==> src/rtl/rbm_batch_sequencer_pkg.sv <==
// Shared definitions for the RBM batch sequencer: score/port packing macros,
// FSM state encoding and a width helper. Optional feature macro used by the
// top: RBM_SEQ_TIMEOUT_EN (RUN-state watchdog).
`ifndef RBM_BATCH_SEQUENCER_DEFS
`define RBM_BATCH_SEQUENCER_DEFS
// Packed 1-D port of n elements, w bits each.
`define PORT_1D(n, w) [(n)*(w)-1:0]
// Element i of a packed 1-D vector of w-bit elements.
`define DIM_1D(i, w) (i)*(w) +: (w)
`endif

package rbm_batch_sequencer_pkg;

    typedef enum logic [2:0] {
        S_IDLE   = 3'd0,
        S_CRST   = 3'd1,
        S_LOAD   = 3'd2,
        S_RUN    = 3'd3,
        S_SCAN   = 3'd4,
        S_REPORT = 3'd5,
        S_DONE   = 3'd6
    } seq_state_e;

    // Counter width able to index 0..n-1, never narrower than one bit.
    function automatic int clog2_min1(input int n);
        return (n <= 2) ? 1 : $clog2(n);
    endfunction

endpackage

==> src/rtl/rbm_batch_sequencer_argmax_scan.sv <==
// Serial signed argmax over OUTPUT_DIM packed scores, one element per cycle.
// start_i loads element 0; done_o pulses once the last element is compared.
// Strictly-greater replacement keeps the lowest index on ties.
module rbm_argmax_scan
    import rbm_batch_sequencer_pkg::*;
#(
    parameter int BITLENGTH  = 12,
    parameter int OUTPUT_DIM = 10,
    parameter int LABEL_W    = 4
) (
    input  logic                                clk_i,
    input  logic                                rst_ni,
    input  logic                                start_i,
    input  logic `PORT_1D(OUTPUT_DIM, BITLENGTH) scores_i,
    output logic                                done_o,
    output logic [LABEL_W-1:0]                  index_o,
    output logic signed [BITLENGTH-1:0]         max_o
);

    localparam int IW = clog2_min1(OUTPUT_DIM);

    logic [IW-1:0]               ptr_q;
    logic                        run_q;
    logic                        done_q;
    logic [LABEL_W-1:0]          idx_q;
    logic signed [BITLENGTH-1:0] max_q;
    logic signed [BITLENGTH-1:0] cur;

    assign cur     = scores_i[`DIM_1D(int'(ptr_q), BITLENGTH)];
    assign done_o  = done_q;
    assign index_o = idx_q;
    assign max_o   = max_q;

    // Walk the score vector, tracking the running maximum and its index.
    always_ff @(posedge clk_i or negedge rst_ni) begin
        if (!rst_ni) begin
            ptr_q  <= '0;
            run_q  <= 1'b0;
            done_q <= 1'b0;
            idx_q  <= '0;
            max_q  <= '0;
        end else begin
            done_q <= 1'b0;
            if (start_i) begin
                max_q  <= scores_i[`DIM_1D(0, BITLENGTH)];
                idx_q  <= '0;
                ptr_q  <= IW'(1);
                run_q  <= (OUTPUT_DIM > 1);
                done_q <= (OUTPUT_DIM == 1);
            end else if (run_q) begin
                if (cur > max_q) begin
                    max_q <= cur;
                    idx_q <= LABEL_W'(ptr_q);
                end
                if (int'(ptr_q) == OUTPUT_DIM - 1) begin
                    run_q  <= 1'b0;
                    done_q <= 1'b1;
                end else begin
                    ptr_q <= ptr_q + 1'b1;
                end
            end
        end
    end

endmodule

==> src/rtl/rbm_batch_sequencer.sv <==
// Multi-image driver for the RBM core: loads each binarised image from the
// word loader, pulses core reset, runs the core, argmaxes the class scores
// and reports per-image results plus running accuracy counts.
// Optional feature: define RBM_SEQ_TIMEOUT_EN to enable the RUN watchdog.
module rbm_batch_sequencer
    import rbm_batch_sequencer_pkg::*;
#(
    parameter int NUM_IMAGES     = 100,
    parameter int INPUT_DIM      = 784,
    parameter int OUTPUT_DIM     = 10,
    parameter int BITLENGTH      = 12,
    parameter int WORD_W         = 32,
    parameter int LABEL_W        = 4,
    parameter int RST_CYCLES     = 4,
    parameter int TIMEOUT_CYCLES = 65535,
    localparam int CW            = $clog2(NUM_IMAGES + 1)
) (
    input  logic                                 clk_i,
    input  logic                                 rst_ni,
    input  logic                                 start_i,
    input  logic                                 img_valid_i,
    output logic                                 img_ready_o,
    input  logic [WORD_W-1:0]                    img_word_i,
    input  logic [LABEL_W-1:0]                   img_label_i,
    output logic                                 core_reset_o,
    output logic                                 core_data_valid_o,
    output logic [INPUT_DIM-1:0]                 core_input_o,
    input  logic                                 core_finish_i,
    input  logic `PORT_1D(OUTPUT_DIM, BITLENGTH)  core_output_i,
    output logic                                 res_valid_o,
    input  logic                                 res_ready_i,
    output logic [LABEL_W-1:0]                   res_class_o,
    output logic                                 res_correct_o,
    output logic                                 res_timeout_o,
    output logic [CW-1:0]                        correct_count_o,
    output logic [CW-1:0]                        image_count_o,
    output logic                                 busy_o,
    output logic                                 batch_done_o
);

    localparam int WORDS = (INPUT_DIM + WORD_W - 1) / WORD_W;
    localparam int WCW   = clog2_min1(WORDS);
    localparam int RCW   = clog2_min1(RST_CYCLES);

    seq_state_e                        state_q;
    logic [RCW-1:0]                    rcnt_q;
    logic [WCW-1:0]                    wcnt_q;
    logic [LABEL_W-1:0]                label_q;
    logic                              img_ready_q;
    logic                              core_reset_q;
    logic                              dv_q;
    logic [INPUT_DIM-1:0]              core_input_q;
    logic                              fin_q, fin_qq;
    logic `PORT_1D(OUTPUT_DIM, BITLENGTH) scores_q;
    logic                              scan_start_q;
    logic                              res_valid_q;
    logic [LABEL_W-1:0]                res_class_q;
    logic                              res_correct_q;
    logic [CW-1:0]                     img_cnt_q;
    logic [CW-1:0]                     cor_cnt_q;
    logic                              batch_done_q;
    logic                              scan_done;
    logic [LABEL_W-1:0]                scan_idx;
    logic                              fin_rise;
    logic                              load_hs;

    assign fin_rise = fin_q & ~fin_qq;
    assign load_hs  = (state_q == S_LOAD) & img_ready_q & img_valid_i;

    rbm_argmax_scan #(
        .BITLENGTH (BITLENGTH),
        .OUTPUT_DIM(OUTPUT_DIM),
        .LABEL_W   (LABEL_W)
    ) u_scan (
        .clk_i   (clk_i),
        .rst_ni  (rst_ni),
        .start_i (scan_start_q),
        .scores_i(scores_q),
        .done_o  (scan_done),
        .index_o (scan_idx),
        .max_o   ()
    );

`ifdef RBM_SEQ_TIMEOUT_EN
    localparam int TW = clog2_min1(TIMEOUT_CYCLES);
    logic [TW-1:0] tmo_q;
    logic          res_timeout_q;
    assign res_timeout_o = res_timeout_q;
`else
    assign res_timeout_o = 1'b0;
`endif

    // Register core_finish so the rise is seen on a clean, registered edge.
    always_ff @(posedge clk_i or negedge rst_ni) begin
        if (!rst_ni) begin
            fin_q  <= 1'b0;
            fin_qq <= 1'b0;
        end else begin
            fin_q  <= core_finish_i;
            fin_qq <= fin_q;
        end
    end

    // Drop each accepted word into its slot; bits past INPUT_DIM are discarded.
    always_ff @(posedge clk_i or negedge rst_ni) begin
        if (!rst_ni) begin
            core_input_q <= '0;
        end else if (load_hs) begin
            for (int i = 0; i < INPUT_DIM; i++) begin
                if (i / WORD_W == int'(wcnt_q)) core_input_q[i] <= img_word_i[i % WORD_W];
            end
        end
    end

    // Batch control FSM with registered outputs and counters.
    always_ff @(posedge clk_i or negedge rst_ni) begin
        if (!rst_ni) begin
            state_q       <= S_IDLE;
            rcnt_q        <= '0;
            wcnt_q        <= '0;
            label_q       <= '0;
            img_ready_q   <= 1'b0;
            core_reset_q  <= 1'b0;
            dv_q          <= 1'b0;
            scores_q      <= '0;
            scan_start_q  <= 1'b0;
            res_valid_q   <= 1'b0;
            res_class_q   <= '0;
            res_correct_q <= 1'b0;
            img_cnt_q     <= '0;
            cor_cnt_q     <= '0;
            batch_done_q  <= 1'b0;
`ifdef RBM_SEQ_TIMEOUT_EN
            tmo_q         <= '0;
            res_timeout_q <= 1'b0;
`endif
        end else begin
            scan_start_q <= 1'b0;
            unique case (state_q)
                S_IDLE, S_DONE: begin
                    if (start_i) begin
                        state_q      <= S_CRST;
                        core_reset_q <= 1'b1;
                        rcnt_q       <= '0;
                        img_cnt_q    <= '0;
                        cor_cnt_q    <= '0;
                        batch_done_q <= 1'b0;
                    end
                end
                S_CRST: begin
                    if (rcnt_q == RCW'(RST_CYCLES - 1)) begin
                        state_q      <= S_LOAD;
                        core_reset_q <= 1'b0;
                        img_ready_q  <= 1'b1;
                        wcnt_q       <= '0;
                    end else begin
                        rcnt_q <= rcnt_q + 1'b1;
                    end
                end
                S_LOAD: begin
                    if (load_hs) begin
                        if (wcnt_q == '0) label_q <= img_label_i;
                        if (wcnt_q == WCW'(WORDS - 1)) begin
                            state_q     <= S_RUN;
                            img_ready_q <= 1'b0;
                            dv_q        <= 1'b1;
`ifdef RBM_SEQ_TIMEOUT_EN
                            tmo_q       <= '0;
`endif
                        end else begin
                            wcnt_q <= wcnt_q + 1'b1;
                        end
                    end
                end
                S_RUN: begin
                    if (fin_rise) begin
                        state_q      <= S_SCAN;
                        dv_q         <= 1'b0;
                        scores_q     <= core_output_i;
                        scan_start_q <= 1'b1;
                    end
`ifdef RBM_SEQ_TIMEOUT_EN
                    else if (tmo_q == TW'(TIMEOUT_CYCLES - 1)) begin
                        // Watchdog: report a forced miss and move on.
                        state_q       <= S_REPORT;
                        dv_q          <= 1'b0;
                        res_valid_q   <= 1'b1;
                        res_class_q   <= '1;
                        res_correct_q <= 1'b0;
                        res_timeout_q <= 1'b1;
                    end else begin
                        tmo_q <= tmo_q + 1'b1;
                    end
`endif
                end
                S_SCAN: begin
                    if (scan_done) begin
                        state_q       <= S_REPORT;
                        res_valid_q   <= 1'b1;
                        res_class_q   <= scan_idx;
                        res_correct_q <= (scan_idx == label_q);
`ifdef RBM_SEQ_TIMEOUT_EN
                        res_timeout_q <= 1'b0;
`endif
                    end
                end
                S_REPORT: begin
                    if (res_ready_i) begin
                        res_valid_q <= 1'b0;
                        img_cnt_q   <= img_cnt_q + 1'b1;
                        if (res_correct_q) cor_cnt_q <= cor_cnt_q + 1'b1;
                        if (img_cnt_q == CW'(NUM_IMAGES - 1)) begin
                            state_q      <= S_DONE;
                            batch_done_q <= 1'b1;
                        end else begin
                            state_q      <= S_CRST;
                            core_reset_q <= 1'b1;
                            rcnt_q       <= '0;
                        end
                    end
                end
                default: state_q <= S_IDLE;
            endcase
        end
    end

    assign img_ready_o       = img_ready_q;
    assign core_reset_o      = core_reset_q;
    assign core_data_valid_o = dv_q;
    assign core_input_o      = core_input_q;
    assign res_valid_o       = res_valid_q;
    assign res_class_o       = res_class_q;
    assign res_correct_o     = res_correct_q;
    assign correct_count_o   = cor_cnt_q;
    assign image_count_o     = img_cnt_q;
    assign busy_o            = !(state_q inside {S_IDLE, S_DONE});
    assign batch_done_o      = batch_done_q;

endmodule
==> config.mk <==
export PLATFORM = sky130hd
export DESIGN_NAME = rbm_batch_sequencer
export DESIGN_NICKNAME = d
export VERILOG_FILES = /design/src/rtl/rbm_batch_sequencer_pkg.sv /design/src/rtl/rbm_batch_sequencer_argmax_scan.sv /design/src/rtl/rbm_batch_sequencer.sv
export SDC_FILE = /design/constraint.sdc
export NUM_CORES = 1
export LEC_CHECK = 0
export BUFFER_PORTS_ARGS = -buffer_cell sky130_fd_sc_hd__buf_4
export CAP_MARGIN = 20
export CORE_AREA = 5 5 380 382
export CTS_BUF_LIST = sky130_fd_sc_hd__clkbuf_4 sky130_fd_sc_hd__clkbuf_8
export DETAILED_ROUTE_END_ITERATION = 10
export DIE_AREA = 0 0 385 387
export GPL_ROUTABILITY_DRIVEN = 0
export PLACE_DENSITY_LB_ADDON = 0.2
export SYNTH_ARGS = -nofsm -noshare
export SYNTH_HDL_FRONTEND = slang
export SYNTH_SLANG_ARGS = --single-unit
==> constraint.sdc <==
create_clock -name clk_i -period 2.89 [get_ports clk_i]
set_clock_uncertainty 0.05 [all_clocks]
set_input_delay 0 -clock clk_i [delete_from_list [all_inputs] [get_ports clk_i]]
set_output_delay 0 -clock clk_i [all_outputs]
set_load 0.1 [all_outputs]
# Word level (Yosys, flattened, before mapping)
# Cells that the tools add are included.
# word_totals
ff_bits	967
word_cells	221
# classes
addsub	5
mul	1
n_lt_le_gt_ge	1
n_eq_ne	48
shifts	1
mux	61
n_bitwise	4
n_reduce_logical	53
# ops
cell	count
indexed part select 120 x 32 -> 12 bit	1
equality test 5 bit, first input constant	16
AND reduction 2 bit	29
two-way mux 12 bit	3
two-way mux 7 bit	4
case mux 7 bit (2 select lines)	2
equality test 4 x 5 -> 1 bit, first input constant	5
two-way mux 3 bit	8
two-way mux 4 bit	6
two-way mux 1 bit	23
!= test 2 bit, second input constant	11
AND reduction 4 bit	5
case mux 3 bit (6 select lines)	1
two-way mux 5 bit	3
adder 7 x 1 -> 7 bit, second input constant	2
nonzero test 2 bit	7
> comparator 12 bit	1
equality test 3 x 5 -> 1 bit, first input constant	2
zero test 5 bit	2
case mux 5 bit (2 select lines)	1
AND reduction 5 bit	2
equality test 3 bit, second input constant	3
AND reduction 3 bit	3
two-way mux 2 bit	4
other kinds (23)	30

# Depth between registers and ports, before layout
# Gate-level depths: netlist of the first run.
# logic_depth
ltp_word	6
ltp_mapped	13
ltp_nobuf	9

# Modules after synthesis
# Synthesis of the first run repeated with hierarchy kept, for this count alone.
# unflattened
hier_cells	2478
hier_area_um2	38869.8
# by_module_without_submodules
mod	n_inst	cells_each	area_per_inst_um2	seq_area_each_um2
rbm_batch_sequencer	1	2215	36363.6	23647.7
rbm_argmax_scan	1	263	2506.2	550.5

# Worst setup path after synthesis of the first run
# Ideal clock, no wire load.
# synth_timing
path_kind	register to register
from	reg u_scan.ptr_q[0]
to	reg u_scan.max_q[0], in the netlist u_scan.max_o[0]
setup_ps	94
arrival_time_ps	2975
t_required_ps	2746
slack_ps	-229
stages_incl_launch_ff	12
synth_period_minus_slack_ps	3119
path_cell_list	dfrtp_1 buf_6 buf_12 mux4_2 a221o_1 ha_1 nor2b_1 o211ai_1 a211oi_1 buf_2 o32ai_1 a211oi_1
# synth_via
elab_chain_len	5
word_cells_on_any_way	8
# synth_lines
element	line_no	source
from (decl)	rbm_batch_sequencer_argmax_scan.sv:22	logic [IW-1:0] ptr_q;
from (signal assigned)	rbm_batch_sequencer_argmax_scan.sv:59	ptr_q <= ptr_q + 1'b1;
multiplier 4 x 2 -> 6 bit (no line) (*)	n/a	
indexed part select 120 x 32 -> 12 bit (*)	rbm_batch_sequencer_argmax_scan.sv:29	assign cur = scores_i[`DIM_1D(int'(ptr_q), BITLENGTH)];
> comparator 12 bit or two-way mux 12 bit (tied branches)	rbm_batch_sequencer_argmax_scan.sv:51	if (cur > max_q) begin
nonzero test 2 bit (no line) or two-way mux 12 bit (tied branches)	n/a	
AND reduction 2 bit (no line) or two-way mux 12 bit (tied branches)	n/a	
to (signal assigned)	rbm_batch_sequencer_argmax_scan.sv:45	max_q <= scores_i[`DIM_1D(0, BITLENGTH)];
to (signal assigned)	rbm_batch_sequencer_argmax_scan.sv:52	max_q <= cur;
to (decl)	rbm_batch_sequencer_argmax_scan.sv:26	logic signed [BITLENGTH-1:0] max_q;
# Mark *: on every way between the ends. The rest lies on a longest branch, timed or not. The select of a mux whose other input is x is not followed.
# A chain may end at the register's enable or synchronous reset.

# Worst setup path in the final report of the first run
# layout_timing
from	reg u_scan.ptr_q[1]
to	reg u_scan.max_q[0], in the netlist u_scan.max_o[0]
# Same word-level chain as after synthesis.

==> results of run 1 <==
-- synth_stat cells, types with 14 or more instances --
master,instances
ha_1,22
dfrtp_1,967
a211oi_1,15
inv_1,23
nand2_1,37
buf_6,43
nor2_1,36
mux2i_1,29
o21ai_0,32
clkbuf_1,80
mux2_1,34
buf_2,51
nand3_1,14
mux2_2,893
-- registers in the layout (all words and copies together) (netlist names), 2 cells and up --
register / cells
label_q: 4
image_count_o: 7
scores_q: 120
state_q: 3
core_input_o: 784
rcnt_q: 2
u_scan.ptr_q: 4
u_scan.max_o: 12
res_class_o: 4
wcnt_q: 5
u_scan.index_o: 4
correct_count_o: 7
-- stage by stage --
step	setup WS, ps	cell area, sq um
after floorplan	-69.8	38700
after global placement	-349	48800
after detailed placement	-409	48800
after CTS	-304	55600
after global routing	-449	55700
final	-379	55700
-- placed cells by master, fill, tap and decap left out, types with 12 or more instances in the layout --
cell type and n:
nor2_1 35, buf_4 1079, clkbuf_8 199, mux4_2 12, mux2_1 34, mux2i_1 28
nand2_1 32, a21oi_1 12, o21ai_0 32, clkbuf_4 66, buf_12 38, clkinv_2 12
mux2_2 893, nand2_2 13, dlygate4sd3_1 291, ha_1 21, dfrtp_1 966, inv_1 23
-- worst max-delay path, cell delays in order, from the launching register on --
cell	delay [ps]
dfrtp_1	400
or3b_1	370
buf_4	190
o22ai_1	320
a221o_1	240
ha_1	260
nor2b_1	130
o211ai_1	350
a211oi_4	160
buf_6	160
o32ai_1	340
a211oi_2	120
-- timing repair --
action / 4_1_cts / 5_1_grt
hold buffers: 292 / 0
endpoints found under the setup margin: 16 / 16
resized for setup: 32 / 11
buffers inserted: 14 / 1
pin swaps: 28 / 1
gates cloned: 1 / 0
hold endpoints to repair: 1905 / 0
-- logic make-up after synthesis --
group,count (synthesis)
muxes,968
and+or+nand+nor,160
xor gates and xnor gates,14
adders and majority gates,22
buffers and inverters,210
other,1
AOI/OAI and AO/OA,131
DFF,967
-- power by group through the flow --
stage	logic [mW]	registers [mW]	clock network, mW
final	18.3	16.7	13.5
after global routing	19.2	16.9	14.5
after CTS	18.1	16.7	14.0
after detailed placement	17.0	16.9	0
after global placement	16.9	16.9	0
after floorplan	5.53	22.6	0
-- routing by layer --
metal,routed length (um),part of all wire [%],vias up,track usage [%]
met5,7,0.0044,-,0
met4,6420,4.1,2,8.29
met3,10500,6.6,252,5.76
met2,77500,49,899,35.0
met1,63900,40,14076,25.2
li1,-,-,11668,-
-- path summary, 6_finish.rpt --
check / start / end / slack (ps) / cells past startpoint
worst max register to register: u_scan.ptr_q[1] / u_scan.max_o[0] / -380 / 11
max in group asynchronous: rst_ni / core_input_o[589] / 1690 / 5
worst max-delay path: u_scan.ptr_q[1] / u_scan.max_o[0] / -380 / 11
min in group asynchronous: rst_ni / core_input_o[378] / 440 / 4
worst min register to register: fin_q / fin_qq / 330 / 0
worst min-delay path: img_word_i[26] / core_input_o[346] / 160 / 3
-- area by class of cell --
class	count	area, sq um	area share, %
Clock inverter	31	369	0.663
Inverter	24	90.1	0.162
Multi-Input combinational cell	1296	13500	24.2
Tap cell	1890	2360	4.25
Timing Repair Buffer	1419	11900	21.4
Sequential cell	967	24200	43.4
Clock buffer	265	3230	5.81
Antenna cell	8	20.0	0.0359
==> impl_metrics.yaml, run 1 <==
floorplanning:
  row_count: 138
  start_util_pct: 27.5
  coreArea_sq_um: 141000
  die_w_um: 385
  fp.dieArea_sq_um: 149000
  ios: 972
  die_y_um: 387
critical_path:
  worstPathArrival_ps: 3920
  worstPathRequired_ps: 3540
  critical_path_class: "reg2reg"
  startpoint_type: "register"
  crit_path_max_fanout: 8
  endpoint_kind: "register"
global_routing:
  overflow: 0
  first_global_vias: 28486
  grt_max_degree: 88
  grt_pass1_wl_mm: 224
  antenna_found_initial: 10
  grt_usage_pct: 20.8
clock_network:
  clock-sinks: 967
  cts.path.max_buffers: 3
  htree_levels: 4
  numCtsBuffers: 175
  insertion_delay_ps: 870
  cts_root_buffer: "clkbuf_8"
  cts_tree: "built"
  clk_pin_slew_worst_paths_ps: 60
yosys:
  syn-cell-area_sq_um: 38700
  post_synth_and_or_nand_nor_area_fraction_pct: 2.38
  synth_cells: 2473
  synth_top_family_by_area: "multiplexers"
  yosys.area.top_type: "dfrtp_1"
  synth_fp_nets: 2657
  synthFlopType: "dfrtp_1"
  synth_compound_area_share_pct: 2.42
  ys_ff_latch: 967
  ys_seq_area_share_pct: 62.6
  synth_edf_count: 0
  synth_fa_ha_area_share_pct: 0.712
  yosys-top-cells-area: "dfrtp_1, mux2_2, buf_6"
  yosysTopAreaCellShare_pct: 62.6
  synth-async-reset-ratio_pct: 100
  yosys-mux-area-fraction_pct: 28.4
  synth_xor_area_share_pct: 0.317
  ys_types: 72
  yosysWarnings: 0
  avgSynthCellArea_sq_um: 15.6
power:
  power_frac_seq_pct: 34.4
  p_comb_share_pct: 37.8
  p_total_mw: 48.5
  p_sw_mw: 19.0
  swShare_pct: 39.1
  power_frac_clock_pct: 27.8
  p_per_area_nw_per_um2: 871
  p_leak_nw: 28.9
  vdd_drop_max_mv: 0.580
  internal_power_mw: 29.5
layout:
  final_util_pct: 39.6
  layout-drive-gt1-share_pct: 59.9
  stdcell_count: 5900
  area_delta_synth_final_pct: 44.1
  fillers: 13417
  fin_nets: 4067
drt:
  vias: 26897
  routedWlPerCell_um: 26.8
  drtIter0Drc: 1172
  first_pass_iters: 4
  vias_per_cell: 4.56
  drt-total-wl_mm: 158
  antenna_left: 0
  drc: 0
timing:
  fin_crit_sh_pct: 113
  final.setup.worst_slack_ps: -379
  whs_ps: 162
  tightest_slew_ps: 723
  hold_viol_final: 0
  rsz0062_at_grt: "true"
  max_freq_mhz: 306
  setup_violations: 16
  fin_tns_setup_ps: -4650
  slew_violations: 0
  timing.final.crit_period_ps: 3270
  max_slew_margin_pct: 51.8
run_status:
  status: "finished with violations"
  violations: "negative setup slack"
hold_path:
  min_path_type: "in2reg"
job:
  cap_violations: 0
placement:
  dp_hpwl_mm: 115
  placedCellCount: 5288
  port_buffers: 970
Note: power is estimated with default switching activity, not from simulation.
==> run 2: changes to the inputs <==
--- a/config.mk
+++ b/config.mk
@@ -7,12 +7,13 @@
 export LEC_CHECK = 0
 export BUFFER_PORTS_ARGS = -buffer_cell sky130_fd_sc_hd__buf_4
 export CAP_MARGIN = 20
-export CORE_AREA = 5 5 380 382
+export CORE_AREA = 5 5 370 372
 export CTS_BUF_LIST = sky130_fd_sc_hd__clkbuf_4 sky130_fd_sc_hd__clkbuf_8
 export DETAILED_ROUTE_END_ITERATION = 10
-export DIE_AREA = 0 0 385 387
+export DIE_AREA = 0 0 375 377
 export GPL_ROUTABILITY_DRIVEN = 0
 export PLACE_DENSITY_LB_ADDON = 0.2
 export SYNTH_ARGS = -nofsm -noshare
 export SYNTH_HDL_FRONTEND = slang
+export SYNTH_HIERARCHICAL = 1
 export SYNTH_SLANG_ARGS = --single-unit
==> run 2 against run 1 <==
Net effect: the run still ends with negative setup slack left; utilization is 2.3 points higher; combinational power increased by 38%; synthesized area up 0.53%; sequential power up 6%; cell count down 1.8%; critical path depth shrank 1; count of clock-buffer cells in the layout increased by 11; clock power about the same; final area about the same; register-to-register slack improved by 30 ps; largest cell class unchanged; largest power group unchanged.
==> impl_metrics.yaml, run 2 <==
critical_path:
  startpoint_type: "register"
  worstPathArrival_ps: 3880
  endpoint_kind: "register"
  critical_path_class: "reg2reg"
  worstPathRequired_ps: 3540
  crit_path_max_fanout: 12
yosys:
  yosysWarnings: 6
  ys_seq_area_share_pct: 62.3
  synth_commonest_cells: "dfrtp_1, mux2_2, clkbuf_1, mux2_4, buf_2"
  yosys.area.top_type: "dfrtp_1"
  synth_edf_count: 0
  synthFlopType: "dfrtp_1"
  synth_fp_nets: 2662
  syn-cell-area_sq_um: 38900
  synth_cells: 2478
  avgSynthCellArea_sq_um: 15.7
  synth-async-reset-ratio_pct: 100
  ys_ff_latch: 967
  yosysTopAreaCellShare_pct: 62.3
  ys_types: 70
  yosys-top-cells-area: "dfrtp_1, mux2_2, mux2_4"
  yosysMostFrequentCell: "dfrtp_1"
layout:
  layout-drive-gt1-share_pct: 60.1
  largest_register_ffs: 784
  fin_nets: 4064
  area_delta_synth_final_pct: 43.3
  fillers: 12486
  final_cell_mix: "buf_4, dfrtp_1, mux2_2"
  final_area_sq_um: 55700
  stdcell_count: 5791
  final_common_cell: "buf_4"
clock_network:
  cts_root_buffer: "clkbuf_8"
  htree_levels: 4
  clk_pin_slew_worst_paths_ps: 60
  insertion_delay_ps: 880
  clock-sinks: 967
  cts_tree: "built"
  cts.path.max_buffers: 3
  numCtsBuffers: 173
drt:
  first_pass_iters: 4
  wl_met1_mm: 60.0
  vias: 26724
  routedWlPerCell_um: 26.1
  wl_met2_mm: 76.7
  drc: 0
  wl_met3_mm: 10.8
  drtIter0Drc: 997
  drt-total-wl_mm: 151
  antenna_left: 0
  vias_per_cell: 4.61
  top_layer_used: "met4"
placement:
  dp_hpwl_mm: 106
  postPlaceCellArea_sq_um: 48900
  port_buffers: 970
  placedCellCount: 5176
job:
  cap_violations: 0
global_routing:
  first_global_vias: 28382
  overflow: 0
  grt_max_degree: 101
  antenna_found_initial: 14
  grt_usage_pct: 20.9
  grt_pass1_wl_mm: 216
timing:
  timing.final.crit_period_ps: 3240
  slew_violations: 0
  rsz0062_at_grt: "true"
  hold_viol_final: 0
  max_freq_mhz: 309
  fin_crit_sh_pct: 112
  tightest_slew_ps: 1010
  final.setup.worst_slack_ps: -347
  setup_violations: 16
  max_slew_margin_pct: 32.4
floorplanning:
  die_w_um: 375
  fp.dieArea_sq_um: 141000
  ios: 972
  die_y_um: 377
  row_count: 134
  coreArea_sq_um: 133000
  start_util_pct: 29.2
hold_path:
  min_path_type: "in2reg"
power:
  p_per_area_nw_per_um2: 1010
  p_leak_nw: 29.0
  vdd_drop_max_mv: 0.561
run_status:
  status: "finished with violations"
  violations: "negative setup slack"
[run 2: per-stage QoR]
| step | power [mW] | setup WS (ps) | utilization (%) | setup TNS [ps] | hold WS [ps] |
|---|---|---|---|---|---|
| 2_1_floorplan | 35.2 | -194 | - | -2070 | -346 |
| 3_3_place_gp | 42.4 | -407 | 36.7 | -5390 | 18.9 |
| 3_5_place_dp | 42.5 | -479 | 36.7 | -6520 | 17.1 |
| 4_1_cts | 57.0 | -342 | 41.8 | -5130 | 42.1 |
| 5_1_grt | 59.0 | -503 | 41.9 | -7290 | 90.8 |
| 6_report | 56.5 | -347 | 41.9 | -5140 | 172 |
[run 2: where the power goes]
part	switching (mW)	leakage [nW]	total (mW)	internal (mW)
Clock	5.95	1.97	13.6	7.63
Combinational	17.6	13.9	25.2	7.55
Sequential	1.56	13.1	17.7	16.2
Total	25.2	29.0	56.5	31.4
[run 2: layer usage]
metal  global-route usage [%]  vias to the layer above
li1                         -                    11744
met1                     24.7                    13993
met2                     36.7                      803
met3                     6.77                      184
met4                     5.35                        0
met5                        0                        -
[run 2: kinds of logic (layout without fill, tap and decap cells)]
| logic type | after synthesis | in the layout | share of synthesized area, % |
|---|---|---|---|
| flops | 967 | 967 | 62.3 |
| xor+xnor | 10 | 10 | 0.225 |
| other cells | 1 | 13 | 0.00965 |
| simple gates | 171 | 171 | 2.64 |
| buf+inv | 208 | 1741 | 2.88 |
| compound gates | 132 | 132 | 2.43 |
| fa+ha+maj | 22 | 22 | 0.708 |
| mux | 967 | 967 | 28.8 |
[run 2: worst paths after layout]
kind	start	endpoint	slack (ps)	depth (start not counted)
worst max register to register	u_scan/ptr_q[0]	u_scan/max_o[2]	-350	10
worst min register to register	fin_q	fin_qq	320	0
min in group asynchronous	rst_ni	core_input_o[345]	520	4
max in group asynchronous	rst_ni	core_input_o[79]	1640	5
worst max-delay path	u_scan/ptr_q[0]	u_scan/max_o[2]	-350	10
worst min-delay path	start_i	core_reset_o	170	5
[run 2: final cells by class]
class / instances / area (sq um) / area share (%)
timing repair buffer: 1414 / 11800 / 21.1
clock inverter: 30 / 262 / 0.470
tap: 1768 / 2210 / 3.97
sequential: 967 / 24200 / 43.5
antenna: 12 / 30.0 / 0.0539
inverter: 21 / 78.8 / 0.142
multi-input combinational: 1303 / 13700 / 24.7
clock buffer: 276 / 3430 / 6.16
[run 2: worst max-delay path: stages, from the launching register on]
cell      delay, ps
dfrtp_2         430
buf_12          170
mux4_2          510
a221o_1         380
ha_1            320
nor2b_1         130
o211ai_1        320
a211oi_4        140
buf_12          170
o32ai_1         300
a211oi_1        120
[run 2: repair_timing]
| action | CTS | global route |
|---|---|---|
| gates cloned | 0 | 0 |
| pin swaps | 3 | 1 |
| resized for setup | 21 | 7 |
| setup buffers | 4 | 1 |
| setup endpoints to repair | 16 | 16 |
| endpoints found under the hold margin | 1904 | 0 |
| hold buffers | 292 | 0 |
